===== src/rtl/uartprobe_uart_rx.sv =====
`default_nettype none
// -----------------------------------------------------------------------------
// uartprobe_uart_rx : oversampling 8N1 UART receiver with valid/ready output
// Rev 1.0
// -----------------------------------------------------------------------------
module uartprobe_uart_rx #(
  parameter int CYCLES_PER_BIT = 868
) (
  input  logic       clk,
  input  logic       aresetn,
  input  logic       uart_rxd,
  output logic       rx_valid,
  output logic [7:0] rx_data,
  input  logic       rx_ready,
  output logic       framing_error,
  output logic       overrun
);

  localparam int CNT_W = $clog2(CYCLES_PER_BIT);
  localparam int HALF  = CYCLES_PER_BIT / 2;
  localparam logic [CNT_W-1:0] C_HALF_LAST = CNT_W'(HALF - 1);
  localparam logic [CNT_W-1:0] C_BIT_LAST  = CNT_W'(CYCLES_PER_BIT - 1);

  typedef enum logic [2:0] {
    ST_IDLE  = 3'd0,
    ST_START = 3'd1,
    ST_DATA  = 3'd2,
    ST_STOP  = 3'd3,
    ST_BREAK = 3'd4
  } state_e;

  state_e           state_q, state_d;
  logic [1:0]       sync_q, sync_d;
  logic [CNT_W-1:0] cnt_q, cnt_d;
  logic [2:0]       bit_idx_q, bit_idx_d;
  logic [7:0]       shift_q, shift_d;
  logic             done_q, done_d;
  logic             stop_ok_q, stop_ok_d;
  logic             rx_valid_q, rx_valid_d;
  logic [7:0]       rx_data_q, rx_data_d;
  logic             framing_error_q, framing_error_d;
  logic             overrun_q, overrun_d;

  logic rxd_s;
  logic frame_good;

  assign sync_d     = {sync_q[0], uart_rxd};
  assign rxd_s      = sync_q[1];
  assign frame_good = done_q && stop_ok_q;

  always_ff @(posedge clk or negedge aresetn) begin
    if (!aresetn) begin
      state_q         <= ST_IDLE;
      sync_q          <= 2'b11;
      cnt_q           <= '0;
      bit_idx_q       <= 3'd0;
      shift_q         <= 8'h00;
      done_q          <= 1'b0;
      stop_ok_q       <= 1'b0;
      rx_valid_q      <= 1'b0;
      rx_data_q       <= 8'h00;
      framing_error_q <= 1'b0;
      overrun_q       <= 1'b0;
    end else begin
      state_q         <= state_d;
      sync_q          <= sync_d;
      cnt_q           <= cnt_d;
      bit_idx_q       <= bit_idx_d;
      shift_q         <= shift_d;
      done_q          <= done_d;
      stop_ok_q       <= stop_ok_d;
      rx_valid_q      <= rx_valid_d;
      rx_data_q       <= rx_data_d;
      framing_error_q <= framing_error_d;
      overrun_q       <= overrun_d;
    end
  end

  // Deframer; done_q/stop_ok_q carry the stop-bit verdict one cycle forward.
  always_comb begin
    state_d   = state_q;
    cnt_d     = cnt_q;
    bit_idx_d = bit_idx_q;
    shift_d   = shift_q;
    done_d    = 1'b0;
    stop_ok_d = stop_ok_q;
    case (state_q)
      ST_IDLE: begin
        if (!rxd_s) begin
          cnt_d   = '0;
          state_d = ST_START;
        end
      end
      ST_START: begin
        if (cnt_q == C_HALF_LAST) begin
          if (rxd_s) begin
            state_d = ST_IDLE;
          end else begin
            cnt_d     = '0;
            bit_idx_d = 3'd0;
            state_d   = ST_DATA;
          end
        end else begin
          cnt_d = cnt_q + CNT_W'(1);
        end
      end
      ST_DATA: begin
        if (cnt_q == C_BIT_LAST) begin
          cnt_d     = '0;
          shift_d   = {rxd_s, shift_q[7:1]};
          bit_idx_d = bit_idx_q + 3'd1;
          if (bit_idx_q == 3'd7) begin
            state_d = ST_STOP;
          end
        end else begin
          cnt_d = cnt_q + CNT_W'(1);
        end
      end
      ST_STOP: begin
        if (cnt_q == C_BIT_LAST) begin
          cnt_d     = '0;
          done_d    = 1'b1;
          stop_ok_d = rxd_s;
          state_d   = rxd_s ? ST_IDLE : ST_BREAK;
        end else begin
          cnt_d = cnt_q + CNT_W'(1);
        end
      end
      ST_BREAK: begin
        if (rxd_s) begin
          state_d = ST_IDLE;
        end
      end
      default: state_d = ST_IDLE;
    endcase
  end

  // A consumer draining the register in the load cycle makes room for the new byte.
  always_comb begin
    rx_valid_d      = rx_valid_q;
    rx_data_d       = rx_data_q;
    framing_error_d = done_q && !stop_ok_q;
    overrun_d       = 1'b0;
    if (frame_good) begin
      if (!rx_valid_q || rx_ready) begin
        rx_data_d  = shift_q;
        rx_valid_d = 1'b1;
      end else begin
        overrun_d = 1'b1;
      end
    end else if (rx_valid_q && rx_ready) begin
      rx_valid_d = 1'b0;
    end
  end

  assign rx_valid      = rx_valid_q;
  assign rx_data       = rx_data_q;
  assign framing_error = framing_error_q;
  assign overrun       = overrun_q;

endmodule
`default_nettype wire


===== config.mk =====
export PLATFORM = sky130hd
export DESIGN_NAME = uartprobe_uart_rx
export DESIGN_NICKNAME = d
export VERILOG_FILES = /design/src/rtl/uartprobe_uart_rx.sv
export SDC_FILE = /design/constraint.sdc
export NUM_CORES = 1
export LEC_CHECK = 0
export ABC_AREA = 0
export BUFFER_PORTS_ARGS = -buffer_cell sky130_fd_sc_hd__buf_2
export CAP_MARGIN = 40
export CORE_ASPECT_RATIO = 0.5
export CORE_UTILIZATION = 29
export CTS_CLUSTER_SIZE = 24
export DETAILED_ROUTE_END_ITERATION = 10
export MAX_ROUTING_LAYER = met4
export PLACE_DENSITY = 0.43
export SYNTH_ARGS = -nofsm -noshare
export SYNTH_HDL_FRONTEND = slang
export SYNTH_SLANG_ARGS = --single-unit

===== constraint.sdc =====
create_clock -name clk -period 2.4 [get_ports clk]
set_input_delay 0.72 -clock clk [delete_from_list [all_inputs] [get_ports clk]]
set_output_delay 0.72 -clock clk [all_outputs]
set_load 0.1 [all_outputs]

==> run metrics <==
Filler cells roughly 590; FFs w/ async S/R, synth 100.0%; total of flip-flops plus latches after synthesis 39; number of enable-type register cells in the synthesized netlist 0; part of the Yosys area used for sequential elements a little over half; gpl congestion 0.8121; total power density per cell area 621.1 nW/um2; drt initial violations 58; buffer cell driving the clock tree root sky130_fd_sc_hd__clkbuf_16; largest cells by area after synthesis sky130_fd_sc_hd__dfrtp_1 (52%), sky130_fd_sc_hd__mux2_2 (11%), sky130_fd_sc_hd__a21oi_1 (3.9%); Post-route DRC 0; prevailing post-synth register cell sky130_fd_sc_hd__dfrtp_1; Post-Layout Inst Area 2121 um2; multi-input gate area in the final layout around 760 um2; slew at the pin closest to its max-slew limit 0.5035 ns; total of endpoints with negative setup slack in the final report 0; slowest stage cell, crit path sky130_fd_sc_hd__or3b_1; CP Launch Type register; Final Hold Vio Count 0; cell area reported after detailed placement 1979 um2; first-pass GRT wire length around 6200 um; ratio of cells with drive above 1 in the final layout 28.42%; Cell Count, Final, Fillers Out 256; clk sink count 39; critical path type reg -> reg; largest clock skew in the final design approximately 0.0033 ns; summed negative setup slack over all endpoints 0 ns; number of clock buffers inserted by TritonCTS 5; count of antenna diodes in the layout 0; drt total wl between 3000 and 4000 um; status completed; via count 1266; maximum number of pins on one net before global-route repair 40; worst vdd ir roughly 260 uV; buffers added on ports 14; clock insertion delay at the later pin of the skew report ~0.27 ns; Ys Warns 0; Avg Cell Area, Syn between 10 and 15 um2; Vias per Instance 4.945; number of nets with antenna violations after routing 0; highest-utilization routing layer at the global route stage met2; biggest cell delay along the critical path 0.48 ns; met2 track demand over resource in global routing between 15 and 20%; maximum root-to-sink buffer count 2; most common library cells after synthesis sky130_fd_sc_hd__dfrtp_1 (37), sky130_fd_sc_hd__mux2_2 (18), sky130_fd_sc_hd__a21oi_1 (14), sky130_fd_sc_hd__nand2_1 (14), sky130_fd_sc_hd__nor2_1 (9); Static Leakage 1.029 nW; die area 6480 um2; FF+latch area between 900 and 1000 um2; global route overflow 0; Die W 112.9 um; data arrival time of the critical path 2.26 ns; number of maximum-capacitance violations 0; CTS tree done; total routing resource utilization after global routing 12.71%; fmax roughly 480 MHz; share of the synthesized area in the top cell type about half; height of the chip ~57 um; CP Capture Type register; global-route track usage on met1 16.26%; Post-Synthesis Cell Area 1782 um2; unrepaired setup endpoints after global routing false; number of global-route vias before repair 1272; Synth Net Count 165; highest net fanout along the worst path 9; Placed Cells 248; Post-Syn Instances around 160; worst path required time 2.56 ns; Detail Placement HPWL 2365 um; total count of max-transition violations in the final report 0; Area growth, synth to finish 19.03%; cell-by-cell trace of the critical path or3b_1 -> buf_4 -> nor3_1 -> nand2_1 -> mux2_2; floorplan core area 5705 um2; shortest period the worst path allows between 2 and 2.5 ns; wire length per cell after detailed routing ~13 um; number of rows created at floorplan 19; global routing met3 resource utilization approximately 4.1%; class of the worst hold path reg -> reg; PostCTS Resize Cnt 0; Initial DRT Pass Iterations 4; clock slew seen by the registers of the worst setup and hold paths approximately 0.060 ns; Unique masters post-synth 32; Ports 15; hold buffers post-CTS 0; initial antenna violation count 0; final clock period utilization by the worst path 87.37%; # nets final 190; most frequently used cell type in the post-synthesis netlist sky130_fd_sc_hd__dfrtp_1; number of post-CTS setup repair buffers 0; largest area contributor in the synthesized netlist sky130_fd_sc_hd__dfrtp_1; Worst slew margin roughly two thirds; initial core utilization 31.23%; htree depth 2
## logic make-up (layout without fill, tap and decap cells)
family | after synthesis | count (layout) | synth area share (%)
and+or+nand+nor | 50 | 50 | 14.68
DFF | 39 | 39 | 54.92
AOI/OAI and AO/OA | 38 | 38 | 14.05
muxes | 18 | 18 | 11.38
buffers and inverters | 8 | 34 | 2.177
adders and majority gates | 4 | 4 | 2.809
## registers in the layout, indices dropped and copies added, names as in the netlist
name / cells
bit_idx_q: 3
sync_q: 2
stop_ok_q: 1
overrun: 1
shift_q: 8
done_q: 1
state_q: 3
framing_error: 1
rx_valid: 1
rx_data: 8
cnt_q: 10
## final timing paths
path / from / end / slack, ns / cells past startpoint
setup / recovery: cnt_q[3] / shift_q[4] / 0.30 / 5
hold / removal: sync_q[0] / sync_q[1] / 0.36 / 0
setup reg to reg: cnt_q[3] / shift_q[4] / 0.30 / 5
hold reg to reg: sync_q[0] / sync_q[1] / 0.36 / 0
max in group asynchronous: aresetn / rx_data[0] / 1.55 / 2
min in group asynchronous: aresetn / cnt_q[0] / 0.49 / 2
## final cells by class
type                       instances  area share (%)
tap                               73           4.307
sequential                        39           46.14
clock inverter                     2          0.5900
inverter                           4          0.7080
clock buffer                       6           6.077
multi-input combinational        110           36.05
timing repair buffer              22           6.136
## per-layer routing
metal  share of wire, %  wire (um)
met1                 51       1737
met2                 45       1532
met3                3.8        130
met4               0.79         27
met5                  0          0
## power by group
part | total (mW) | switching, mW | internal, mW
registers | 0.662 | 0.00155 | 0.661
clock network | 0.636 | 0.253 | 0.383
logic | 0.0190 | 0.0149 | 0.00406
## cell usage in the layout, fill, tap and decap left out, types with 4 or more instances in the layout
cell,n
sky130_fd_sc_hd__mux2_2,18
sky130_fd_sc_hd__a31oi_1,7
sky130_fd_sc_hd__clkbuf_16,5
sky130_fd_sc_hd__a21oi_1,14
sky130_fd_sc_hd__nand2_1,14
sky130_fd_sc_hd__inv_1,4
sky130_fd_sc_hd__buf_4,8
sky130_fd_sc_hd__ha_1,4
sky130_fd_sc_hd__nand3_1,5
sky130_fd_sc_hd__buf_2,14
sky130_fd_sc_hd__o21ai_0,8
sky130_fd_sc_hd__nor2_1,9
sky130_fd_sc_hd__dfrtp_1,37
sky130_fd_sc_hd__and3_1,4
## through the flow
step	power (mW)	worst slack (ns)	hold WS, ns	utilization, %
floorplan	0.6761	0.4390	0.3452	-
global placement	0.6943	0.3481	0.3471	34.69
detailed placement	0.6947	0.3218	0.3487	34.69
CTS	1.342	0.2835	0.3574	37.17
global route	1.375	0.1316	0.3638	37.17
finish	1.317	0.3032	0.3556	37.17
## critical path: cells and delay by family (launching register included)
family                 cells  cell delay [ns]
buffers and inverters      1             0.19
AND/OR/NAND/NOR            3             1.01
flip-flops                 1             0.42
multiplexers               1             0.36
Note: power is estimated with default switching activity, not from simulation.
